**config.mk**
```make
export PLATFORM = sky130hd
export DESIGN_NAME = alu_share_arbiter
export DESIGN_NICKNAME = d
export VERILOG_FILES = /design/src/rtl/alu_share_arbiter.sv
export SDC_FILE = /design/constraint.sdc
export NUM_CORES = 1
export LEC_CHECK = 0
export ABC_CLOCK_PERIOD_IN_PS = 2650
export BUFFER_PORTS_ARGS = -buffer_cell sky130_fd_sc_hd__buf_4
export CAP_MARGIN = 15
export CORE_UTILIZATION = 43
export CTS_CLUSTER_DIAMETER = 100
export DETAILED_ROUTE_END_ITERATION = 10
export PLACE_DENSITY_LB_ADDON = 0.2
export SYNTH_ARGS = -nofsm -noshare
export SYNTH_HDL_FRONTEND = slang
export SYNTH_SLANG_ARGS = --single-unit
```
**constraint.sdc**
```tcl
create_clock -name clk -period 2.65 [get_ports clk]
set_input_delay 0.265 -clock clk [delete_from_list [all_inputs] [get_ports clk]]
set_output_delay 0.265 -clock clk [all_outputs]
set_load 0.01 [all_outputs]
```
**src/rtl/alu_share_arbiter.sv**
```systemverilog
// alu_share_arbiter
//   Shares a single combinational 8-bit ALU among NREQ requesters.
//   Requests are picked round-robin, the winner's operands are registered onto
//   the ALU port, and the result is captured and returned over valid/ready.
//   Divide/modulo by zero and undefined op codes return rsp_err=1 with zero data.
//
// Ports
//   clk, rst              rising-edge clock, synchronous active-high reset
//   req_valid/req_ready   per-requester handshake (req_ready one-hot or zero)
//   req_a/req_b           packed 8-bit operands, requester i at [8i+7:8i]
//   req_op                packed 4-bit op codes, requester i at [4i+3:4i]
//   rsp_valid/rsp_ready   response handshake
//   rsp_id                index of the requester owning the response
//   rsp_data, rsp_err     result and invalid-operation flag
//   alu_a/alu_b/alu_op    registered operands driven to the shared ALU
//   alu_result            combinational ALU result
//   busy                  high whenever an operation is in flight
module alu_share_arbiter #(
   parameter  int NREQ = 4,
   localparam int IDW  = $clog2(NREQ)
) (
   input  logic                clk,
   input  logic                rst,
   input  logic [NREQ-1:0]     req_valid,
   output logic [NREQ-1:0]     req_ready,
   input  logic [8*NREQ-1:0]   req_a,
   input  logic [8*NREQ-1:0]   req_b,
   input  logic [4*NREQ-1:0]   req_op,
   output logic                rsp_valid,
   input  logic                rsp_ready,
   output logic [IDW-1:0]      rsp_id,
   output logic [15:0]         rsp_data,
   output logic                rsp_err,
   output logic [7:0]          alu_a,
   output logic [7:0]          alu_b,
   output logic [3:0]          alu_op,
   input  logic [15:0]         alu_result,
   output logic                busy
);

   typedef enum logic [1:0] {IDLE, ISSUE, RESPOND} state_t;

   state_t         state, state_nxt;
   logic [IDW-1:0] ptr;
   logic [IDW-1:0] grant;
   logic           any_valid;
   logic [7:0]     sel_a, sel_b;
   logic [3:0]     sel_op;

   // Division/modulo by zero and the unused op range 8..15 are reported as errors.
   function automatic logic op_invalid(input logic [3:0] op, input logic [7:0] b);
      return (((op == 4'd2) || (op == 4'd3)) && (b == 8'd0)) || op[3];
   endfunction

   // Modulo-NREQ increment; NREQ need not be a power of two.
   function automatic logic [IDW-1:0] wrap_inc(input logic [IDW-1:0] v);
      return (v == IDW'(NREQ-1)) ? '0 : v + IDW'(1);
   endfunction

   assign any_valid = |req_valid;

   // Round-robin search starting at ptr: the first valid requester wins.
   always_comb begin
      logic [IDW-1:0] idx;
      logic           found;
      grant = ptr;
      found = 1'b0;
      idx   = ptr;
      for (int k = 0; k < NREQ; k++) begin
         if (!found && req_valid[idx]) begin
            grant = idx;
            found = 1'b1;
         end
         idx = wrap_inc(idx);
      end
   end

   // Operand mux for the winning requester.
   always_comb begin
      sel_a  = '0;
      sel_b  = '0;
      sel_op = '0;
      for (int i = 0; i < NREQ; i++) begin
         if (grant == IDW'(i)) begin
            sel_a  = req_a[8*i +: 8];
            sel_b  = req_b[8*i +: 8];
            sel_op = req_op[4*i +: 4];
         end
      end
   end

   always_ff @(posedge clk) begin
      if (rst) state <= IDLE;
      else     state <= state_nxt;
   end

   always_comb begin
      state_nxt = state;
      req_ready = '0;
      busy      = 1'b1;
      case (state)
         IDLE: begin
            busy = 1'b0;
            if (any_valid) begin
               for (int i = 0; i < NREQ; i++) req_ready[i] = (grant == IDW'(i));
               state_nxt = ISSUE;
            end
         end
         ISSUE:   state_nxt = RESPOND;
         RESPOND: if (rsp_ready) state_nxt = IDLE;
         default: state_nxt = IDLE;
      endcase
   end

   // ALU operands stay at their last issued value outside of ISSUE; the
   // response fields only change on capture or handshake, so they are stable
   // under backpressure.
   always_ff @(posedge clk) begin
      if (rst) begin
         ptr       <= '0;
         alu_a     <= '0;
         alu_b     <= '0;
         alu_op    <= '0;
         rsp_valid <= 1'b0;
         rsp_id    <= '0;
         rsp_data  <= '0;
         rsp_err   <= 1'b0;
      end else begin
         case (state)
            IDLE: begin
               if (any_valid) begin
                  alu_a  <= sel_a;
                  alu_b  <= sel_b;
                  alu_op <= sel_op;
                  rsp_id <= grant;
               end
            end
            ISSUE: begin
               rsp_valid <= 1'b1;
               if (op_invalid(alu_op, alu_b)) begin
                  rsp_data <= '0;
                  rsp_err  <= 1'b1;
               end else begin
                  rsp_data <= alu_result;
                  rsp_err  <= 1'b0;
               end
            end
            RESPOND: begin
               if (rsp_ready) begin
                  rsp_valid <= 1'b0;
                  ptr       <= wrap_inc(rsp_id);
               end
            end
            default: ;
         endcase
      end
   end

endmodule

```
**Yosys cells after proc, flatten, opt, wreduce, memory -nomap -nowiden**

Cells that the tools add are included.

- Mux-type cells: 40
- Equality and inequality tests: 13
- Reductions and logical operators: 18
- Magnitude comparators: 4
- $add $sub $neg: 4

Operators by type and width:

| kind | count |
|---|---|
| $mux W8 | 8 |
| $mux W4 | 6 |
| $mux W2 | 9 |
| $mux W16 | 1 |
| $eq A2 B2 Y1 const B | 7 |
| $lt A2 B3 Y1 const B | 4 |
| $mux W1 | 10 |
| $add A2 B1 Y2 const B | 4 |
| $bmux W1 S2 | 4 |
| $eq A4 B2 Y1 const B | 2 |
| $logic_not A8 Y1 | 1 |
| $reduce_and A2 Y1 | 4 |
| $pmux W2 S3 | 1 |
| $eq A2 B1 Y1 const B | 2 |
| $logic_and A1 B1 Y1 | 4 |
| $logic_not A2 Y1 | 2 |
| $ne A2 B2 Y1 const B | 2 |
| $reduce_or A4 Y1 | 1 |
| $logic_not A1 Y1 | 3 |
| $logic_or A1 B1 Y1 | 2 |
| $pmux W1 S2 | 1 |
| $reduce_bool A2 Y1 | 1 |

- Bits in registers: 44
- Word-level logic and storage cells: 88
- Output and inout bits: 45
- Input bits: 103

**Longest topological paths before layout**

Gate-level depths: netlist of run 1.

- Depth after elaboration: 17
- Mapped depth: 11
- Mapped depth without buffers: 8

**Least setup slack after synthesis of run 1**

Ideal clock, no wire load.

- Path type: register to output
- From: register ptr[1]
- To: output req_ready[3]
- Path slack: 0.007 ns
- Cell stages (with the launch flop): 10
- Data arrival time: 2.378 ns
- Cell sequence: dfxtp_1 ha_1 xnor2_1 mux2_4 nor4_1 o311ai_2 and2_1 buf_4 buf_6 nor3_1

- Longest elaborated chain between the ends: 15
- Elaborated cells between the ends (all ways): 32
- Classes of those cells: add/sub (3); eq/ne (4); mux (19); reduce/logical (6)

RTL lines:

| what | line | RTL |
|---|---|---|
| from (decl) | 44 | `logic [IDW-1:0] ptr;` |
| from (signal assigned) | 151 | `ptr <= wrap_inc(rsp_id);` |
| parallel branches: the longest is 11 deep, another holds $add A2 B1 Y2 | n/a |  |
| $mux W2 * | 70 | `if (!found && req_valid[idx]) begin` |
| $eq A2 B2 Y1 * | 105 | `for (int i = 0; i < NREQ; i++) req_ready[i] = (grant == IDW'(i));` |
| $mux W4 * | 104 | `if (any_valid) begin` |
| $mux W4 * | 101 | `case (state)` |
| to (decl) | 25 | `output logic [NREQ-1:0] req_ready,` |

Mark *: on every way between the ends. The select of a mux whose other input is x is not followed.

**Worst setup path after layout of run 1**

- From: register ptr[0]
- To: output req_ready[2]

Same word-level chain as after synthesis.

==> reports/metrics.cfg, run 1 <==
[final_layout]
finish.utilization=0.7494
layout_commonest_cell=buf_4
mostFrequentLayoutCells=163 x buf_4, 42 x dfxtp_1, 31 x nor2_1, 22 x mux2i_1
drive_gt1_frac=0.5157
syn_to_final_growth_pct=64.41
antennaDiodeCount=0
fin_cells=483
nets=517

[route]
vias=2687
routed_wl_mm=7.952
dr.pass1.iters=4
ant_nets=0
initialDrtViolationCount=128
routedWlPerCell_um=16.46
via_per_inst=5.563
drc_errors=0

[clock_tree]
cts_tree=built
cts_buffers=5
cts_buffer_depth=2
cts_root_buffer=clkbuf_8
clk_pin_slew_ps=100
clk_latency_ps=300
clock_sinks=44
htreeDepth=2

[floorplan]
num_rows=26
core_area_um2=5238
die-height_um=76.51
die-area_um2=5854
start_util=0.4558
die_x_um=76.51
ios=148

[logic_synthesis]
netlist_area_um2=2387
synth_edf_count=0
synth_flop_cell=dfxtp_1
synth_nets=366
synth_cell_types=46
yosysTopAreaCell=dfxtp_1
synthTopCellsByArea=dfxtp_1 37%, mux2i_1 10%, a32oi_1 7.3%
avgSynthCellArea_um2=9.147
synthArstFlopShare=0
postSynthCellCount=261
ys_warn_count=0
ys_ff_latch=44
yosysSeqAreaShare=0.3690
synth_top_area_frac=0.3690

[pwr]
p_leak_nw=1.702
power.total_mw=2.072
p_per_area_nw_per_um2=527.9
irDropWorstVdd_mv=0.4059

[worst_setup_path]
r2r_setup_slack_ps=0
worstSetupStartpointType=register
critical_path.top_delay_family=compound AO/OA/AOI/OAI gates
crit_path_end_kind=primary output
crit_fanout=6
critical_path_buf_inv_count=2
crit_path_start=ptr[0]
cp.depth=9
reg2reg_depth=13
critical-path-max-stage-delay_ps=340
crit_type=register to primary output
cp_data_arrival_time_ps=2470
required_ps=2380
r2r_end=alu_b[2]
critPathSlowestCell=dfxtp_2
r2r-start=ptr[1]
critical_path.cell_chain=ha_4 -> buf_8 -> nor2b_4 -> a211oi_4 -> o21ai_2 -> a211oi_4 -> nor2_4 -> nor3_2 -> buf_4
cp-endpoint=req_ready[2]
crit_top_cell=a211oi_4

[placement]
port_buffers=147
dp_cells=466
dpl.hpwl_mm=5.340
gp_congestion=0.9183
pre_cts_slack_ps=38.40

[global_route]
grt_usage=0.2480
grt_pass1_wl_mm=11.68
grt_antenna_before_repair=0
grt_pass1_vias=2507
overflow=0
grt_max_degree=41

[hold_path]
hold_path_class=primary input to register

[sta]
tightest_slew_ps=442.2
final.setup.worst_slack_ps=-80.43
hold_viol=0
slew_viol_final=0
timing.hold.ws_ps=190.7
setup_viol=5
rsz0062_at_grt=true
fin_crit_ps=2730
maxSlewHeadroom=0.7041
post-route-period-util=1.030
fmax_ghz=0.3662
clock_skew_ps=9.757

[job]
cap_violations=0

[status]
status=finished with violations
failed_checks=setup timing

synth_stat cells (all sizes together) (2+ instances only):
| master | count |
|---|---|
| dfxtp | 44 |
| nor2 | 33 |
| mux2i | 25 |
| a32oi | 20 |
| nand3 | 20 |
| o211ai | 20 |
| a22oi | 16 |
| buf | 14 |
| clkbuf | 10 |
| nor3 | 7 |
| a21oi | 5 |
| a211oi | 4 |
| nand2 | 4 |
| nor2b | 4 |
| nor4 | 4 |
| nand2b | 3 |
| o21ai | 3 |
| a32o | 2 |
| ha | 2 |
| inv | 2 |
| nor3b | 2 |
| or2 | 2 |
registers in the layout, indices dropped and copies added, names as in the netlist:
register   flops
alu_a          8
alu_b          8
alu_op         4
ptr            2
rsp_data      16
rsp_err        1
rsp_id         2
rsp_valid      1
state          2
area by class of cell:
type,instances,area [µm²]
Multi-Input combinational cell,191,1558
Fill cell,394,1313
Timing Repair Buffer,168,1295
Sequential cell,44,883.3
Tap cell,70,87.58
Clock buffer,5,68.82
Clock inverter,3,25.02
Inverter,2,7.507
power breakdown:
part,leakage [nW],total (mW),switching (mW),internal [mW]
Sequential,0.363,0.814,0.0628,0.751
Clock,0.0452,0.453,0.260,0.193
Combinational,1.29,0.805,0.387,0.418
Total,1.70,2.07,0.710,1.36
routing by layer:
metal	up-vias	part of all wire	global-route usage
li1	1317	-	-
met2	119	0.50	0.4324
met1	1238	0.41	0.3067
met5	-	0	0
met3	13	0.066	0.04551
met4	0	0.015	0.07885
cell families (layout without fill, tap and decap cells):
group	count (synthesis)	after routing	share of synthesized area
AND/OR/NAND/NOR	85	85	0.1850
AO/OA/AOI/OAI	77	77	0.2600
flip-flops	44	44	0.3690
multiplexers	26	26	0.1127
buffers and inverters	26	178	0.05923
adder cells (fa/ha/maj)	2	2	0.01048
XOR/XNOR	1	1	0.003669
worst register-to-register path: stages, from the launching register on:
cell and delay [ps]:
dfxtp_2 340, ha_4 300, buf_8 140, buf_2 160, nor2_2 60, nor3_2 130, nor3_2 60, buf_4 160
a32o_2 290, buf_4 150, nor4_4 250, buf_12 250, a32oi_2 160, o211ai_1 120
how the worst min path moves through the flow:
stage | from | end | slack [ps] | cells after the start
finish | alu_result[3] | rsp_data[3] | 190 | 3
global route | alu_result[2] | rsp_data[2] | 180 | 3
CTS | alu_result[3] | rsp_data[3] | 180 | 3
detailed placement | rsp_valid | rsp_valid | 470 | 2
global placement | rsp_valid | rsp_valid | 450 | 2
floorplan | alu_result[0] | rsp_data[0] | 410 | 2
repair_timing:
action                                  in CTS  in global routing
pin swaps                                    5                  7
buffers inserted                             3                  7
resized for setup                           16                 22
hold buffers                                 0                  0
cloned                                       0                  0
endpoints found under the setup margin       4                 24
per-stage QoR:
step | TNS [ps] | instance area [µm²]
6_report | -173.7 | 3925
4_1_cts | 0 | 3760
5_1_grt | -1983 | 3925
3_5_place_dp | 0 | 3566
2_1_floorplan | 0 | 2387
3_3_place_gp | 0 | 3566
Power figures use the tool's default switching activity.
==> run 2, diff against run 1 <==
- ABC_CLOCK_PERIOD_IN_PS: 2650 -> 3130
- clock period: 2.65 -> 3.13 ns (I/O delays scaled with it)
==> reports/metrics.cfg, run 2 (synthesis results as in run 1) <==
[route]
dr.pass1.iters=4  ; unchanged
via_per_inst=5.527  ; -0.66%
routed_wl_mm=7.046  ; -11%
drc_errors=0  ; unchanged
initialDrtViolationCount=159  ; +24%
ant_nets=0  ; unchanged
routedWlPerCell_um=15.02  ; -8.7%
vias=2592  ; -3.5%

[final_layout]
layout_commonest_cell=buf_4
top_register=rsp_data
drive_gt1_frac=0.4436  ; -0.07213
antennaDiodeCount=0  ; unchanged
ff_latch_area_um2=880.8  ; -0.28%
fin_cells=469  ; -2.9%
multiInputGateArea_um2=1385  ; -11%
nets=503  ; -2.7%
mostFrequentLayoutCells=152 x buf_4, 44 x dfxtp_1, 33 x nor2_1, 24 x mux2i_1
num-fill-cells=439  ; +11%
largest_reg_flops=16  ; unchanged
syn_to_final_growth_pct=53.20
top_regs=rsp_data (16), alu_a (8), alu_b (8)
finish.utilization=0.6983  ; -0.05112

[clock_tree]
cts_buffer_depth=2  ; unchanged
clock_sinks=44  ; unchanged
clk_latency_ps=300  ; about the same
post_cts_buffers=0  ; -3
cts_root_buffer=clkbuf_8
cts_tree=built
cts_buffers=5  ; unchanged
clk_pin_slew_ps=90  ; about the same
htreeDepth=2  ; unchanged

[pwr]
switching_share=0.3151  ; -0.02759
p_leak_nw=1.602  ; -5.9%
p_sw_mw=0.5486  ; -23%
combPwrFrac=0.348  ; -0.041
seqPwrFrac=0.396  ; +0.003
power_frac_clock=0.256  ; +0.037
power.internal_mw=1.192  ; -12%
p_per_area_nw_per_um2=475.9  ; -9.8%
irDropWorstVdd_mv=0.3617  ; -11%

[sta]
clock_skew_ps=6.516  ; -3.242 ps
slew_viol_final=0  ; unchanged
timing.hold.ws_ps=244.1  ; +53.43 ps
hold_viol=0  ; unchanged
fmax_ghz=0.3382
post-route-period-util=0.9447
setup_viol=0  ; -5
fin_crit_ps=2957
maxSlewHeadroom=0.4914  ; -0.2128
tightest_slew_ps=763.0  ; +320.8 ps

[worst_setup_path]
crit_type=register to primary output
required_ps=2820  ; +440 ps
cp_data_arrival_time_ps=2640  ; +170 ps
r2r-start=ptr[1]
r2r_end=alu_op[0]
crit_path_end_kind=primary output
worstSetupStartpointType=register
crit_fanout=11  ; +5
reg2reg_depth=9  ; -4
r2r_setup_slack_ps=450  ; +450 ps

[floorplan]
core_area_um2=5238  ; unchanged
die-height_um=76.51  ; unchanged
ios=148  ; unchanged
num_rows=26  ; unchanged
die-area_um2=5854  ; unchanged
die_x_um=76.51  ; unchanged
start_util=0.4558  ; unchanged

[placement]
port_buffers=147  ; unchanged
dpl.hpwl_mm=5.107  ; -4.4%
gp_congestion=0.8797  ; -4.2%
dp_cells=461  ; -1.1%

[hold_path]
hold_path_class=primary input to register
hold_path_depth=3  ; unchanged
hold_start=req_a[6]
hold_end=alu_a[6]

[global_route]
grt_pass1_vias=2303  ; -8.1%
grt_max_degree=41  ; unchanged
grt_antenna_before_repair=0  ; unchanged
overflow=0  ; unchanged
grt_usage=0.2294  ; -0.01856
grt_pass1_wl_mm=10.94  ; -6.3%

[job]
cap_violations=0  ; unchanged

[status]
status=complete, no violations

## run 2: worst max-delay path: stages (launching register included)
cell,delay [ps]
dfxtp_1,470
ha_4,290
xnor2_1,310
mux2_4,340
nor4_1,230
o311ai_2,170
and2_1,210
nor3_1,190
buf_4,150
## run 2: cell type report
class / count / share of cell area
clock inverter: 3 / 0.01266
multi-input combinational: 191 / 0.3787
timing repair buffer: 154 / 0.3230
sequential: 44 / 0.2408
inverter: 2 / 0.002053
tap: 70 / 0.02395
clock buffer: 5 / 0.01882
## run 2: timing repair
item | CTS | global route
hold endpoints to repair | 0 | 0
gates resized for setup | 0 | 3
hold buffers | 0 | 0
setup endpoints to repair | 0 | 4
## run 2: worst max path at each step
stage / start / endpoint / slack (ps) / depth (start not counted)
floorplan: ptr[1] / req_ready[3] / 440 / 9
global placement: ptr[1] / req_ready[2] / 400 / 8
detailed placement: ptr[1] / req_ready[2] / 370 / 8
CTS: ptr[1] / req_ready[2] / 30 / 8
global route: ptr[1] / req_ready[3] / -7 / 8
finish: ptr[1] / req_ready[3] / 170 / 8
## run 2: per-stage QoR
step | setup TNS, ps | cell area [µm²] | worst slack, ps | total power [mW]
after CTS | 0 | 3643 | 32.04 | 1.751
after global routing | -7.034 | 3657 | -7.034 | 1.837
after global placement | 0 | 3528 | 402.5 | 1.298
after detailed placement | 0 | 3528 | 368.8 | 1.305
final | 0 | 3657 | 173.2 | 1.741
after floorplan | 0 | 2387 | 438.9 | 1.016
## run 2: power groups by stage
| stage | combinational (mW) | sequential, mW | clock (mW) |
|---|---|---|---|
| 6_report | 0.606 | 0.690 | 0.445 |
| 3_3_place_gp | 0.600 | 0.698 | 0 |
| 3_5_place_dp | 0.605 | 0.699 | 0 |
| 5_1_grt | 0.656 | 0.699 | 0.481 |
| 4_1_cts | 0.608 | 0.689 | 0.455 |
| 2_1_floorplan | 0.291 | 0.725 | 0 |
## run 2: per-layer routing
| metal | global-route usage | share of wire | vias up |
|---|---|---|---|
| met4 | 0.08462 | 0.018 | 0 |
| met2 | 0.3721 | 0.48 | 92 |
| li1 | - | - | 1283 |
| met3 | 0.05629 | 0.057 | 12 |
| met1 | 0.2933 | 0.44 | 1205 |
| met5 | 0 | 0 | - |
==> run 3, diff against run 2 <==
- REMOVE_ABC_BUFFERS: unset -> 1
==> reports/metrics.cfg, run 3 (synthesis results as in run 1) <==
[sta]
final.setup.worst_slack_ps=130.5  ; -42.74 ps
tightest_slew_ps=893.1  ; +130.2 ps
fmax_ghz=0.3334  ; -1.4%
setup_viol=0  ; unchanged
fin_crit_ps=3000  ; +42.74 ps
hold_viol=0  ; unchanged
rsz0062_at_grt=false
maxSlewHeadroom=0.4045  ; -0.08687
clock_skew_ps=8.831  ; +2.316 ps
slew_viol_final=0  ; unchanged
post-route-period-util=0.9583  ; +0.01365
tns_ps=0  ; unchanged

[floorplan]
die-height_um=76.51  ; unchanged
core_area_um2=5238  ; unchanged
ios=148  ; unchanged
num_rows=26  ; unchanged
start_util=0.4558  ; unchanged
die-area_um2=5854  ; unchanged
die_x_um=76.51  ; unchanged

[final_layout]
syn_to_final_growth_pct=54.14
top_regs=rsp_data (16), alu_a (8), alu_b (8)
largest_reg_flops=16  ; unchanged
layout_commonest_cell=buf_4
fin_area_um2=3680  ; +0.62%
fin_cells=469  ; unchanged
drive_gt1_frac=0.4612  ; +0.01754
antennaDiodeCount=0  ; unchanged
ff_latch_area_um2=882.1  ; +0.14%
nets=503  ; unchanged
multiInputGateArea_um2=1406  ; +1.5%
num-fill-cells=456  ; +3.9%
top_register=rsp_data
mostFrequentLayoutCells=152 x buf_4, 43 x dfxtp_1, 32 x nor2_1, 24 x mux2i_1

[global_route]
grt_max_degree=41  ; unchanged
grt_antenna_before_repair=0  ; unchanged
grt_pass1_vias=2512  ; +9.1%
grt_pass1_wl_mm=11.66  ; +6.6%
grt_usage=0.2435  ; +0.01406
overflow=0  ; unchanged

[pwr]
p_leak_nw=1.614  ; +0.77%
irDropWorstVdd_mv=0.3035  ; -16%
p_per_area_nw_per_um2=474.8  ; -0.24%

[clock_tree]
cts_tree=built
htreeDepth=2  ; unchanged
ctsHoldBuffers=0  ; unchanged
cts_root_buffer=clkbuf_8
clk_pin_slew_ps=90  ; about the same
cts_buffer_depth=2  ; unchanged
clock_sinks=44  ; unchanged
cts_buffers=5  ; unchanged
clk_latency_ps=290  ; about the same

[worst_setup_path]
critical_path.cell_chain=ha_1 -> buf_4 -> mux2i_2 -> o2bb2ai_1 -> a2111oi_2 -> a32o_2 -> nor2_2 -> nor3_1 -> buf_4
crit_top_cell=buf_4
worstSetupStartpointType=register
cp_data_arrival_time_ps=2690  ; +50 ps
required_ps=2820  ; about the same
crit_fanout=10  ; -1
crit_type=register to primary output
critPathSlowestCell=dfxtp_2
crit_path_end_kind=primary output
critical-path-max-stage-delay_ps=360  ; -110 ps

[placement]
pre_cts_slack_ps=366.5  ; -2.393 ps
gp_congestion=0.9120  ; +3.7%
dpl.hpwl_mm=5.517  ; +8.0%
dp_cells=461  ; unchanged
place_area_um2=3532  ; +0.11%
port_buffers=147  ; unchanged

[status]
status=complete, no violations

[route]
routed_wl_mm=7.411  ; +5.2%
drc_errors=0  ; unchanged
vias=2666  ; +2.9%
initialDrtViolationCount=101  ; -36%
dr.pass1.iters=4  ; unchanged
ant_nets=0  ; unchanged
via_per_inst=5.684  ; +2.9%
routedWlPerCell_um=15.80  ; +5.2%

[job]
cap_violations=0  ; unchanged

[hold_path]
hold_path_class=primary input to register

==> run 3: routing by layer <==
metal  global-route usage  wire [µm]  vias to the layer above
met5                    0          0                        -
met4              0.06923        116                        0
met3              0.07066        630                       12
met2               0.4261       3761                      108
met1               0.2868       2901                     1267
li1                     -          -                     1279
==> run 3: final cells by class <==
type                    count  area share
flip-flops and latches     44      0.2397
clock buffers               5     0.01870
repair buffers            154      0.3210
well taps                  70     0.02380
clock inverters             3     0.01258
multi-input cells         191      0.3822
inverters                   2    0.002040
==> run 3: repair_timing <==
item	4_1_cts	5_1_grt
buffers inserted	0	0
resized for setup	0	8
setup endpoints to repair	0	4
==> run 3: metrics by stage <==
| step | hold slack (ps) | power, mW | utilization |
|---|---|---|---|
| after floorplan | 377.6 | 0.9806 | - |
| after global placement | 447.9 | 1.299 | 0.6744 |
| after detailed placement | 479.1 | 1.311 | 0.6744 |
| after CTS | 241.6 | 1.760 | 0.6964 |
| after global routing | 246.8 | 1.847 | 0.7026 |
| final | 250.6 | 1.747 | 0.7026 |
==> run 3: power breakdown <==
| part | total (mW) | leakage [nW] | internal (mW) | switching (mW) |
|---|---|---|---|---|
| clock | 0.443 | 0.0548 | 0.241 | 0.203 |
| combinational | 0.616 | 1.20 | 0.317 | 0.299 |
| sequential | 0.688 | 0.362 | 0.636 | 0.0517 |
| total | 1.75 | 1.61 | 1.19 | 0.553 |
==> run 3: worst max-delay path: cells and delay by family (launching register included) <==
kind,cells,cell delay [ps]
AO/OA/AOI/OAI,3,740
adder cells (fa/ha/maj),1,340
buffers and inverters,2,350
flip-flops,1,360
multiplexers,1,310
AND/OR/NAND/NOR,2,290
==> run 3: path summary, 6_finish.rpt <==
| check | to | slack [ps] | start | depth (start not counted) |
|---|---|---|---|---|
| worst max register to register | alu_b[3] | 270 | ptr[1] | 8 |
| worst min register to register | alu_op[0] | 510 | alu_op[0] | 2 |
| worst min-delay path | rsp_data[6] | 250 | alu_result[6] | 3 |
| worst max-delay path | req_ready[3] | 130 | ptr[1] | 9 |
